**src/rtl/keypad_scan_ctrl.sv**
```systemverilog
// 4x4 keypad scanner: column strobing, frame debounce, multi-key rejection, valid/ready key events.
// Optional auto-repeat while a key is held is built only when KEYPAD_REPEAT_EN is defined.
module keypad_scan_ctrl #(
  parameter int SCAN_DIV        = 1000,
  parameter int DEBOUNCE_FRAMES = 20,
  parameter int REPEAT_DELAY    = 50,
  parameter int REPEAT_RATE     = 10
) (
  input  logic       clk,
  input  logic       rst_n,
  input  logic [3:0] fila,
  output logic [3:0] col,
  output logic [3:0] key_code,
  output logic       key_valid,
  input  logic       key_ready,
  output logic       key_held,
  output logic       key_overrun,
  output logic       multi_key
);
  localparam int DIV_W = $clog2(SCAN_DIV);
  localparam int DEB_W = $clog2(DEBOUNCE_FRAMES + 1);
  localparam logic [DIV_W-1:0] DIV_LAST   = DIV_W'(SCAN_DIV - 1);
  localparam logic [DEB_W-1:0] DEB_TARGET = DEB_W'(DEBOUNCE_FRAMES);

  typedef enum logic [1:0] {IDLE, CONFIRM, HELD, RELEASE} state_t;

  logic [3:0]       fila_s1_reg, fila_s2_reg;
  logic [DIV_W-1:0] div_cnt_reg;
  logic [3:0]       col_reg;
  logic [1:0]       col_idx_reg;
  logic             acc_any_reg, acc_bad_reg;
  logic [3:0]       acc_code_reg;
  state_t           state_reg, state_next;
  logic [3:0]       cand_reg, cand_next;
  logic [DEB_W-1:0] deb_cnt_reg, deb_next, deb_inc;
  logic [3:0]       key_code_reg;
  logic             key_valid_reg, key_overrun_reg;

  logic       sample_tick, frame_end, transfer, accept;
  logic [1:0] row_idx;
  logic       samp_any, cur_any, cur_bad;
  logic [3:0] cur_code;
  logic       frm_none, frm_bad, frm_valid;

`ifdef KEYPAD_REPEAT_EN
  localparam int REP_MAX = (REPEAT_DELAY > REPEAT_RATE) ? REPEAT_DELAY : REPEAT_RATE;
  localparam int REP_W   = $clog2(REP_MAX + 1);
  localparam logic [REP_W-1:0] REP_DELAY_V = REP_W'(REPEAT_DELAY);
  localparam logic [REP_W-1:0] REP_RATE_V  = REP_W'(REPEAT_RATE);
  logic [REP_W-1:0] rep_cnt_reg, rep_next, rep_inc;
  logic             rep_first_reg, rep_first_next;
  assign rep_inc = rep_cnt_reg + REP_W'(1);
`else
  // Keeps the repeat parameters referenced when no repeat logic exists.
  localparam int unused_repeat_cfg = REPEAT_DELAY + REPEAT_RATE;
`endif

  assign sample_tick = (div_cnt_reg == DIV_LAST);
  assign frame_end   = sample_tick && (col_idx_reg == 2'd3);
  assign transfer    = key_valid_reg && key_ready;
  assign deb_inc     = deb_cnt_reg + DEB_W'(1);

  // Fold the current column sample into the running frame judgement.
  always_comb begin
    row_idx = 2'd0;
    case (fila_s2_reg)
      4'b0010: row_idx = 2'd1;
      4'b0100: row_idx = 2'd2;
      4'b1000: row_idx = 2'd3;
      default: row_idx = 2'd0;
    endcase
    samp_any = |fila_s2_reg;
    cur_any  = acc_any_reg | samp_any;
    cur_bad  = acc_bad_reg | (samp_any & (acc_any_reg | !$onehot(fila_s2_reg)));
    cur_code = samp_any ? {col_idx_reg, row_idx} : acc_code_reg;
  end

  assign frm_none  = frame_end && !cur_any;
  assign frm_bad   = frame_end && cur_any && cur_bad;
  assign frm_valid = frame_end && cur_any && !cur_bad;

  always_ff @(posedge clk or negedge rst_n) begin
    if (!rst_n) begin
      fila_s1_reg  <= '0;
      fila_s2_reg  <= '0;
      div_cnt_reg  <= '0;
      col_reg      <= 4'b0001;
      col_idx_reg  <= 2'd0;
      acc_any_reg  <= 1'b0;
      acc_bad_reg  <= 1'b0;
      acc_code_reg <= '0;
    end else begin
      fila_s1_reg <= fila;
      fila_s2_reg <= fila_s1_reg;
      if (sample_tick) begin
        div_cnt_reg <= '0;
        col_reg     <= {col_reg[2:0], col_reg[3]};
        col_idx_reg <= col_idx_reg + 2'd1;
        if (col_idx_reg == 2'd3) begin
          acc_any_reg  <= 1'b0;
          acc_bad_reg  <= 1'b0;
          acc_code_reg <= '0;
        end else begin
          acc_any_reg  <= cur_any;
          acc_bad_reg  <= cur_bad;
          acc_code_reg <= cur_code;
        end
      end else begin
        div_cnt_reg <= div_cnt_reg + DIV_W'(1);
      end
    end
  end

  always_comb begin
    state_next = state_reg;
    cand_next  = cand_reg;
    deb_next   = deb_cnt_reg;
    accept     = 1'b0;
`ifdef KEYPAD_REPEAT_EN
    rep_next       = rep_cnt_reg;
    rep_first_next = rep_first_reg;
`endif
    if (frame_end) begin
      case (state_reg)
        IDLE: if (frm_valid) begin
          cand_next = cur_code;
          if (DEBOUNCE_FRAMES == 1) begin
            accept     = 1'b1;
            state_next = HELD;
            deb_next   = '0;
          end else begin
            state_next = CONFIRM;
            deb_next   = DEB_W'(1);
          end
        end
        CONFIRM: begin
          if (!frm_valid) begin
            state_next = IDLE;
            deb_next   = '0;
          end else if (cur_code != cand_reg) begin
            cand_next = cur_code;
            deb_next  = DEB_W'(1);
          end else if (deb_inc == DEB_TARGET) begin
            accept     = 1'b1;
            state_next = HELD;
            deb_next   = '0;
          end else begin
            deb_next = deb_inc;
          end
        end
        HELD: begin
          if (frm_none) begin
            if (DEBOUNCE_FRAMES == 1) begin
              state_next = IDLE;
              deb_next   = '0;
            end else begin
              state_next = RELEASE;
              deb_next   = DEB_W'(1);
            end
          end
`ifdef KEYPAD_REPEAT_EN
          else begin
            rep_next = rep_inc;
            if (rep_inc == (rep_first_reg ? REP_DELAY_V : REP_RATE_V)) begin
              accept         = 1'b1;
              rep_next       = '0;
              rep_first_next = 1'b0;
            end
          end
`endif
        end
        RELEASE: begin
          if (!frm_none) begin
            state_next = HELD;
            deb_next   = '0;
          end else if (deb_inc == DEB_TARGET) begin
            state_next = IDLE;
            deb_next   = '0;
          end else begin
            deb_next = deb_inc;
          end
        end
        default: state_next = IDLE;
      endcase
    end
`ifdef KEYPAD_REPEAT_EN
    // Repeat timing restarts from scratch whenever the key leaves HELD.
    if (state_next != HELD) begin
      rep_next       = '0;
      rep_first_next = 1'b1;
    end
`endif
  end

  always_ff @(posedge clk or negedge rst_n) begin
    if (!rst_n) begin
      state_reg       <= IDLE;
      cand_reg        <= '0;
      deb_cnt_reg     <= '0;
      key_code_reg    <= '0;
      key_valid_reg   <= 1'b0;
      key_overrun_reg <= 1'b0;
`ifdef KEYPAD_REPEAT_EN
      rep_cnt_reg     <= '0;
      rep_first_reg   <= 1'b1;
`endif
    end else begin
      state_reg   <= state_next;
      cand_reg    <= cand_next;
      deb_cnt_reg <= deb_next;
`ifdef KEYPAD_REPEAT_EN
      rep_cnt_reg   <= rep_next;
      rep_first_reg <= rep_first_next;
`endif
      // A same-cycle transfer frees the slot, so the new event loads instead of overrunning.
      if (accept && (!key_valid_reg || transfer)) begin
        key_code_reg  <= cand_next;
        key_valid_reg <= 1'b1;
      end else if (transfer) begin
        key_valid_reg <= 1'b0;
      end
      if (transfer) begin
        key_overrun_reg <= 1'b0;
      end else if (accept && key_valid_reg) begin
        key_overrun_reg <= 1'b1;
      end
    end
  end

  assign col         = col_reg;
  assign key_code    = key_code_reg;
  assign key_valid   = key_valid_reg;
  assign key_overrun = key_overrun_reg;
  assign key_held    = (state_reg == HELD) || (state_reg == RELEASE);
  assign multi_key   = frm_bad;

endmodule

```
**config.mk**
```make
export PLATFORM = sky130hd
export DESIGN_NAME = keypad_scan_ctrl
export DESIGN_NICKNAME = d
export VERILOG_FILES = /design/src/rtl/keypad_scan_ctrl.sv
export SDC_FILE = /design/constraint.sdc
export NUM_CORES = 1
export LEC_CHECK = 0
export ABC_AREA = 0
export CAP_MARGIN = 0
export CORE_ASPECT_RATIO = 0.9
export CORE_MARGIN = 2
export CORE_UTILIZATION = 50
export CTS_CLUSTER_DIAMETER = 80
export DETAILED_ROUTE_END_ITERATION = 8
export PLACE_DENSITY = 0.68
export REMOVE_ABC_BUFFERS = 1
export SYNTH_ARGS = -nofsm -noshare
export SYNTH_HDL_FRONTEND = slang
export SYNTH_SLANG_ARGS = --single-unit
```
**constraint.sdc**
```tcl
create_clock -name clk -period 3.9 [get_ports clk]
set_clock_uncertainty 0.15 [all_clocks]
set_input_delay 0.78 -clock clk [delete_from_list [all_inputs] [get_ports clk]]
set_output_delay 0.78 -clock clk [all_outputs]
set_load 0.02 [all_outputs]
```
==> results.sh, run 1 <==
export IMPL_timing_rr_start="fila_s2_reg[0]$_DFF_PN0_"
export IMPL_clk_pin_slew_ns=0.08
export IMPL_postRouteAntennaNets=0
export IMPL_io_pins=19
export IMPL_setup_violations=0
export IMPL_final_common_cell="dfrtp_1"
export IMPL_clock_sinks=47
export IMPL_multi_input_area_um2=1030
export IMPL_row_count=23
export IMPL_worstMarginPinSlew_ns=1.00
export IMPL_hold_violations=0
export IMPL_critPathArrivalTime_ns=2.52
export IMPL_vias=1572
export IMPL_antenna_found_initial=0
export IMPL_drcViolationCount=0
export IMPL_cts_tree="built"
export IMPL_register_area_um2=1180
export IMPL_crit_family="adder cells"
export IMPL_vias_per_cell=5.07
export IMPL_fin_tns_setup_ns=0
export IMPL_syn_area_per_cell_um2=10.2
export IMPL_wl_per_cell_um=12.7
export IMPL_finalWirelength_um=3930
export IMPL_cap_violations=0
export IMPL_dr_first_iter_drc_count=82
export IMPL_antennaDiodeCount=0
export IMPL_hold_ws_ns=0.204
export IMPL_crit_type="reg -> out"
export IMPL_r2r_end="key_code[1]$_DFFE_PN0P_"
export IMPL_largest_register_ffs=10
export IMPL_die_h_um=68.0
export IMPL_crit_path_end_kind="primary output"
export IMPL_total_power_mw=0.861
export IMPL_timing_slew_headroom_pct=33.2
export IMPL_path_cells="inv_1, fa_1, inv_1, ha_1, ha_1, nor4b_2, nor2_1, o21a_1, dlymetal6s2s_1"
export IMPL_reg2regPathDepth=11
export IMPL_max_freq_mhz=290
export IMPL_slew_viol_final=0
export IMPL_synth_edf_count=0
export IMPL_whs_path_depth=0
export IMPL_grt_util_all_layers_pct=18.3
export IMPL_ys_warn_count=0
export IMPL_netlist_area_um2=2270
export IMPL_cts_buffer_depth=2
export IMPL_gp_congestion=0.805
export IMPL_critPathLaunchType="register"
export IMPL_layout_nets=262
export IMPL_cp_required_ns=2.97
export IMPL_cts_buffers=5
export IMPL_rrSetupSlack_ns=0.60
export IMPL_fin_crit_ns=3.45
export IMPL_synthToLayoutAreaGrowth_pct=16.2
export IMPL_crit_path_max_fanout=3
export IMPL_peakVddDrop_uv=205
export IMPL_cts_root_buf="clkbuf_8"
export IMPL_status="finished clean"
export IMPL_worstHoldEndpoint="fila_s2_reg[0]$_DFF_PN0_"
export IMPL_fill_cells=380
export IMPL_start_util_pct=51.6
export IMPL_first_pass_iters=4
export IMPL_rsz0062_at_grt="no"
export IMPL_ys_async_sr_fraction_pct=100
export IMPL_dieArea_um2=5100
export IMPL_cts_htree_levels=2
export IMPL_grt_pass1_wl_um=7030
export IMPL_dp_hpwl_um=2780
export IMPL_seq_area_frac_synth_pct=51.8
export IMPL_cpMaxStageDelayCell="fa_1"
export IMPL_synth_ff_type="dfrtp_1"
export IMPL_powerDensity_nw_per_um2=326
export IMPL_p_leak_nw=1.26
export IMPL_clock_latency_ns=0.30
export IMPL_layout_common_cells="dfrtp_1 (46), nand2_1 (36), nor2_1 (17), clkdlybuf4s50_1 (16), o21ai_0 (15)"
export IMPL_ys_types=48
export IMPL_cts_hold_buf=0
export IMPL_period_share_pct=88.3
export IMPL_grt_pass1_vias=1571
export IMPL_slowest_delay_ns=0.54
export IMPL_layout_drive_gt1_share_pct=10.5
export IMPL_port_buffers=18
export IMPL_path_buf_inv=3
export IMPL_hp_start="fila_s1_reg[0]$_DFF_PN0_"
export IMPL_grt_max_degree=48
export IMPL_grt_overflow=0
export IMPL_syn_inst=222
export IMPL_ys_seq_elements=47
export IMPL_die_w_um=75.1
export IMPL_placeableCoreArea_um2=4400
export IMPL_holdCritPathClass="reg -> reg"
export IMPL_fin_util_pct=60.0
per-stage QoR:
stage,instance area (um^2),instances,setup slack [ns]
after floorplan,2250,218,0.760
after global placement,2520,301,0.352
after detailed placement,2520,301,0.315
after CTS,2630,309,0.0524
after global routing,2640,310,0.303
final,2640,310,0.455
layer usage:
layer  GRT usage (%)  share of wire (%)  vias up
met5               0                  0        -
met4            6.70                1.4        0
met3            4.42                2.3        6
met2            27.6                 45       15
met1            25.8                 51      740
li1                -                  -      811
worst max-delay path by stage:
stage          slack [ns]                 endpoint  cells past startpoint                      from
2_1_floorplan        0.76  key_code[0]$_DFFE_PN0P_                     11  fila_s2_reg[3]$_DFF_PN0_
3_3_place_gp         0.35                multi_key                      9  fila_s2_reg[3]$_DFF_PN0_
3_5_place_dp         0.32                multi_key                      9  fila_s2_reg[3]$_DFF_PN0_
4_1_cts              0.05                multi_key                      9  fila_s2_reg[3]$_DFF_PN0_
5_1_grt              0.30                multi_key                      9  fila_s2_reg[0]$_DFF_PN0_
6_report             0.45                multi_key                      9  fila_s2_reg[0]$_DFF_PN0_
logic make-up after synthesis:
kind of cell               count (synthesis)  synth area share (%)
AOI/OAI and AO/OA                         39                  10.6
DFF                                       47                  51.8
adders and majority gates                  8                  4.74
and+or+nand+nor                           90                  20.5
buffers and inverters                     16                  2.97
xor gates and xnor gates                  12                  4.63
muxes                                     10                  4.79
synth_stat cells, types with 2 or more instances:
cell | instances | area, um^2
xor2_1 | 8 | 70.1
ha_1 | 7 | 87.6
mux2_1 | 4 | 45.0
o21ai_0 | 15 | 75.1
nand2b_1 | 3 | 18.8
nor2b_1 | 2 | 12.5
nand2_1 | 36 | 135
a21oi_1 | 8 | 40.0
nor3_1 | 6 | 30.0
dfrtp_1 | 46 | 1150
and3_1 | 5 | 31.3
mux2i_1 | 3 | 30.0
a22o_1 | 2 | 17.5
nor3_2 | 2 | 20.0
nor2_1 | 17 | 63.8
o31ai_1 | 3 | 22.5
nand3_1 | 6 | 30.0
inv_1 | 12 | 45.0
mux2_2 | 3 | 33.8
xnor2_1 | 4 | 35.0
clkbuf_1 | 3 | 11.3
what timing repair did:
item | CTS | global route
setup endpoints to repair | 1 | 1
setup buffers | 0 | 1
gates resized for setup | 1 | 1
cell type report:
| cell class | instances | share of cell area (%) |
|---|---|---|
| Sequential cell | 47 | 44.6 |
| Multi-Input combinational cell | 159 | 39.1 |
| Timing Repair Buffer | 22 | 7.87 |
| Clock buffer | 6 | 3.13 |
| Tap cell | 62 | 2.94 |
| Inverter | 12 | 1.71 |
| Clock inverter | 2 | 0.616 |
power by group:
group | total, mW | internal, mW | leakage [nW] | switching [mW]
clock | 0.309 | 0.145 | 0.0474 | 0.165
combinational | 0.0574 | 0.0242 | 0.597 | 0.0332
sequential | 0.494 | 0.492 | 0.619 | 0.00255
No activity file was read; power rests on OpenSTA's default activity.
==> run 2: changes to the inputs <==
clock period = 4 ns   (was 3.9 ns; I/O delays follow)
==> run 2 against run 1 <==
Combinational power fell by 3%. Via count grew 1.1%. Hold slack worse by 0.0018 ns. Clock power hardly changed. Critical path type unchanged. Highest routed layer unchanged.
==> results.sh, run 2 (synthesis gave the netlist of run 1 again) <==
export IMPL_synthToLayoutAreaGrowth_pct=16.0
export IMPL_start_util_pct=51.6
export IMPL_crit_path_end_kind="primary output"
export IMPL_worstHoldEndpoint="fila_s2_reg[2]$_DFF_PN0_"
export IMPL_grt_pass1_vias=1461
export IMPL_io_pins=19
export IMPL_layout_drive_gt1_share_pct=10.1
export IMPL_clk_pin_slew_ns=0.08
export IMPL_fin_crit_ns=3.84
export IMPL_layout_nets=261
export IMPL_dieArea_um2=5100
export IMPL_hp_start="fila_s1_reg[2]$_DFF_PN0_"
export IMPL_crit_type="reg -> out"
export IMPL_dp_hpwl_um=2780
export IMPL_fill_cells=373
export IMPL_max_freq_mhz=261
export IMPL_critPathLaunchType="register"
export IMPL_intPower_mw=0.660
export IMPL_worstMarginPinSlew_ns=1.03
export IMPL_r2r_end="key_code[1]$_DFFE_PN0P_"
export IMPL_power_frac_comb_pct=6.6
export IMPL_cp_required_ns=3.05
export IMPL_critPathArrivalTime_ns=2.89
export IMPL_largest_register_ffs=10
export IMPL_fin_cells=309
export IMPL_grt_util_all_layers_pct=17.6
export IMPL_grt_overflow=0
export IMPL_reg2regPathDepth=11
export IMPL_vias_per_cell=5.15
export IMPL_dr_first_iter_drc_count=128
export IMPL_path_cells="inv_1, fa_1, inv_1, ha_1, ha_1, nor4b_2, nor2_1, o21a_1, clkdlybuf4s50_1"
export IMPL_die_w_um=75.1
export IMPL_cap_violations=0
export IMPL_power_frac_seq_pct=56.9
export IMPL_p_leak_nw=1.24
export IMPL_swShare_pct=22.2
export IMPL_whs_path_depth=0
export IMPL_port_buffers=18
export IMPL_row_count=23
export IMPL_cpMaxStageDelayCell="clkdlybuf4s50_1"
export IMPL_cts_root_buf="clkbuf_8"
export IMPL_slowest_delay_ns=0.53
export IMPL_period_share_pct=96.0
export IMPL_clkPwrFrac_pct=36.5
export IMPL_hold_ws_ns=0.202
export IMPL_finalWirelength_um=3940
export IMPL_cts_buffers=5
export IMPL_wl_per_cell_um=12.7
export IMPL_timing_slew_headroom_pct=31.6
export IMPL_cts_tree="built"
export IMPL_hold_violations=0
export IMPL_placeableCoreArea_um2=4400
export IMPL_slew_viol_final=0
export IMPL_holdCritPathClass="reg -> reg"
export IMPL_drcViolationCount=0
export IMPL_gp_congestion=0.852
export IMPL_die_h_um=68.0
export IMPL_cts_buffer_depth=2
export IMPL_antenna_found_initial=0
export IMPL_clock_latency_ns=0.30
export IMPL_status="finished clean"
export IMPL_clock_sinks=47
export IMPL_vias=1590
export IMPL_crit_path_max_fanout=7
export IMPL_dp_cells=301
export IMPL_setup_violations=0
export IMPL_layout_common_cells="dfrtp_1 (46), nand2_1 (36), nor2_1 (17), clkdlybuf4s50_1 (17), o21ai_0 (15)"
export IMPL_first_pass_iters=4
export IMPL_grt_max_degree=48
export IMPL_grt_pass1_wl_um=6670
export IMPL_peakVddDrop_uv=201
export IMPL_cts_hold_buf=0
export IMPL_p_sw_mw=0.188
export IMPL_powerDensity_nw_per_um2=322
export IMPL_postRouteAntennaNets=0
export IMPL_final_common_cell="dfrtp_1"
export IMPL_cts_htree_levels=2
export IMPL_timing_rr_start="fila_s2_reg[3]$_DFF_PN0_"
export IMPL_antennaDiodeCount=0
export IMPL_rrSetupSlack_ns=0.62
## run 2: cell types whose count changed in the layout (fill, tap and decap cells not counted), sizes merged
cell           change
dlymetal6s2s       -1
clkdlybuf4s50      +1
clkbuf             +1
buf                -1
clkinv             -1
## run 2: critical path: cells and delay by family (launching register included)
kind | cells | cell delay, ns
buffers and inverters | 3 | 0.64
adders and majority gates | 3 | 0.93
DFF | 1 | 0.42
and+or+nand+nor | 2 | 0.41
AOI/OAI and AO/OA | 1 | 0.20
## run 2: how the worst max path moves through the flow
stage	start	endpoint	slack (ns)	cells after the start
after floorplan	fila_s2_reg[3]$_DFF_PN0_	key_code[0]$_DFFE_PN0P_	0.86	11
after CTS	fila_s2_reg[3]$_DFF_PN0_	multi_key	0.06	9
after detailed placement	fila_s2_reg[3]$_DFF_PN0_	multi_key	0.39	9
final	fila_s2_reg[3]$_DFF_PN0_	multi_key	0.16	9
after global routing	fila_s2_reg[3]$_DFF_PN0_	multi_key	-0.02	9
after global placement	fila_s2_reg[3]$_DFF_PN0_	multi_key	0.42	9
## run 2: repair_timing
item,CTS,global route
setup endpoints to repair,0,1
resized for setup,0,1
buffers inserted,0,0
## run 2: power by group through the flow
stage | combinational, mW | clock, mW | sequential (mW)
2_1_floorplan | 0.0301 | 0 | 0.492
3_3_place_gp | 0.0531 | 0 | 0.492
3_5_place_dp | 0.0540 | 0 | 0.492
4_1_cts | 0.0543 | 0.324 | 0.482
5_1_grt | 0.0638 | 0.344 | 0.483
6_report | 0.0556 | 0.310 | 0.482
## run 2: area by class of cell
cell class	instances	area [um^2]	area share (%)
clock buffers	7	96.3	3.66
repair buffers	21	198	7.50
clock inverters	1	7.51	0.285
flip-flops and latches	47	1180	44.7
well taps	62	77.6	2.94
multi-input cells	159	1030	39.2
inverters	12	45.0	1.71
## run 2: routing by layer
metal	routed length, um	part of all wire [%]	up-vias	GRT usage [%]
li1	-	-	808	-
met1	1970	50	757	24.9
met2	1810	46	21	25.7
met3	112	2.8	4	4.86
met4	52	1.3	0	7.37
met5	0	0	-	0
## run 2: stage by stage
step           util, %  setup WS, ns  TNS [ns]  cell area (um^2)  power [mW]
2_1_floorplan        -         0.860         0              2250       0.522
3_3_place_gp      57.3         0.422         0              2520       0.545
3_5_place_dp      57.3         0.387         0              2520       0.546
4_1_cts           59.7        0.0568         0              2630       0.861
5_1_grt           59.8       -0.0229   -0.0229              2640       0.891
6_report          59.8         0.161         0              2640       0.848
==> run 3: changes to the inputs <==
SLEW_MARGIN = 25   (was default)
==> run 3 against run 2 <==
Clock power hardly changed. Clock-buffer cell count is the same. Design area barely moved. Sequential power about the same. Highest routed layer unchanged. Largest cell class unchanged. Maximum frequency did not move. Hold slack stayed put. First-iteration DRC count unchanged. Worst setup slack is essentially flat. Routed wire length is the same. Total power about the same.
==> results.sh, run 3 (synthesis gave the netlist of run 1 again) <==
export IMPL_status="finished clean"
export IMPL_fin_crit_ns=3.84
export IMPL_cts_htree_levels=2
export IMPL_slew_viol_final=0
export IMPL_cpMaxStageDelayCell="clkdlybuf4s50_1"
export IMPL_finalWirelength_um=3940
export IMPL_first_pass_iters=4
export IMPL_dr_first_iter_drc_count=128
export IMPL_antennaDiodeCount=0
export IMPL_vias=1590
export IMPL_cts_root_buf="clkbuf_8"
export IMPL_period_share_pct=96.0
export IMPL_fill_cells=372
export IMPL_reg2regPathDepth=11
export IMPL_layout_drive_gt1_share_pct=10.1
export IMPL_grt_util_all_layers_pct=17.6
export IMPL_synthToLayoutAreaGrowth_pct=16.1
export IMPL_worstMarginPinSlew_ns=0.656
export IMPL_postRouteAntennaNets=0
export IMPL_critPathLaunchType="register"
export IMPL_hold_violations=0
export IMPL_grt_pass1_vias=1461
export IMPL_final_common_cell="dfrtp_1"
export IMPL_holdCritPathClass="reg -> reg"
export IMPL_grt_overflow=0
export IMPL_grt_pass1_wl_um=6670
export IMPL_start_util_pct=51.6
export IMPL_powerDensity_nw_per_um2=321
export IMPL_clock_latency_ns=0.30
export IMPL_fin_tns_setup_ns=0
export IMPL_cts_buffers=5
export IMPL_drcViolationCount=0
export IMPL_total_power_mw=0.848
export IMPL_gp_congestion=0.852
export IMPL_dp_hpwl_um=2780
export IMPL_port_buffers=18
export IMPL_antenna_found_initial=0
export IMPL_peakVddDrop_uv=201
export IMPL_dieArea_um2=5100
export IMPL_largest_register_ffs=10
export IMPL_grt_max_degree=48
export IMPL_crit_path_end_kind="primary output"
export IMPL_vias_per_cell=5.15
export IMPL_cts_setup_buffers=0
export IMPL_row_count=23
export IMPL_p_leak_nw=1.24
export IMPL_clk_pin_slew_ns=0.08
export IMPL_layout_nets=261
export IMPL_cp_required_ns=3.05
export IMPL_cts_tree="built"
export IMPL_wl_per_cell_um=12.7
export IMPL_cap_violations=0
export IMPL_whs_path_depth=0
export IMPL_path_cells="inv_1, fa_1, inv_1, ha_1, ha_1, nor4b_2, nor2_1, o21a_1, clkdlybuf4s50_1"
export IMPL_timing_slew_headroom_pct=55.9
export IMPL_crit_path_max_fanout=7
export IMPL_hold_ws_ns=0.202
export IMPL_crit_type="reg -> out"
export IMPL_critPathArrivalTime_ns=2.89
export IMPL_postPlaceCellArea_um2=2520
export IMPL_placeableCoreArea_um2=4400
export IMPL_layout_common_cells="dfrtp_1 (46), nand2_1 (36), nor2_1 (17), clkdlybuf4s50_1 (17), o21ai_0 (15)"
export IMPL_clock_sinks=47
export IMPL_cts_buffer_depth=2
export IMPL_die_w_um=75.1
export IMPL_max_freq_mhz=261
export IMPL_fin_util_pct=59.9
export IMPL_setup_violations=0
export IMPL_final_area_um2=2640
export IMPL_die_h_um=68.0
export IMPL_io_pins=19
export IMPL_slowest_delay_ns=0.53
==> run 3: path summary, 6_finish.rpt <==
path | startpoint | to | slack [ns]
hold / removal | fila_s1_reg[2]$_DFF_PN0_ | fila_s2_reg[2]$_DFF_PN0_ | 0.20
min in group asynchronous | rst_n | col[1]$_DFFE_PN0N_ | 0.35
setup reg to reg | fila_s2_reg[3]$_DFF_PN0_ | key_code[1]$_DFFE_PN0P_ | 0.62
max in group asynchronous | rst_n | col[3]$_DFFE_PN0N_ | 2.94
hold reg to reg | fila_s1_reg[2]$_DFF_PN0_ | fila_s2_reg[2]$_DFF_PN0_ | 0.20
setup / recovery | fila_s2_reg[3]$_DFF_PN0_ | multi_key | 0.16
==> run 3: timing repair <==
action,in CTS,in global routing
hold buffers,0,0
gates resized for setup,0,1
endpoints found under the setup margin,0,1
==> run 3: power breakdown <==
group	total (mW)	switching (mW)	leakage, nW	internal [mW]
registers	0.482	0.00271	0.619	0.480
clock network	0.310	0.152	0.0505	0.157
logic	0.0559	0.0327	0.574	0.0232
==> run 3: cell type report <==
cell class / instances / area [um^2] / share of cell area, %
clock inverter: 1 / 7.51 / 0.285
multi-input combinational: 159 / 1030 / 39.2
tap: 62 / 77.6 / 2.94
clock buffer: 7 / 96.3 / 3.65
sequential: 47 / 1180 / 44.6
inverter: 12 / 45.0 / 1.71
timing repair buffer: 21 / 200 / 7.59
==> run 3: routing by layer <==
metal,GRT usage [%],wire (um),vias to the layer above
met2,25.7,1810,21
met5,0,0,-
li1,-,-,808
met1,24.9,1970,757
met3,4.86,112,4
met4,7.37,52,0
==> run 3: per-stage QoR <==
stage	worst slack, ns	instances
2_1_floorplan	0.860	218
3_3_place_gp	0.422	301
3_5_place_dp	0.387	301
4_1_cts	0.0568	309
5_1_grt	-0.0229	309
6_report	0.161	309
==> run 3: worst max-delay path, delay by kind of cell, from the launching register on <==
family	cells	cell delay [ns]
buffers and inverters	3	0.64
and+or+nand+nor	2	0.41
DFF	1	0.42
adders and majority gates	3	0.93
AOI/OAI and AO/OA	1	0.20
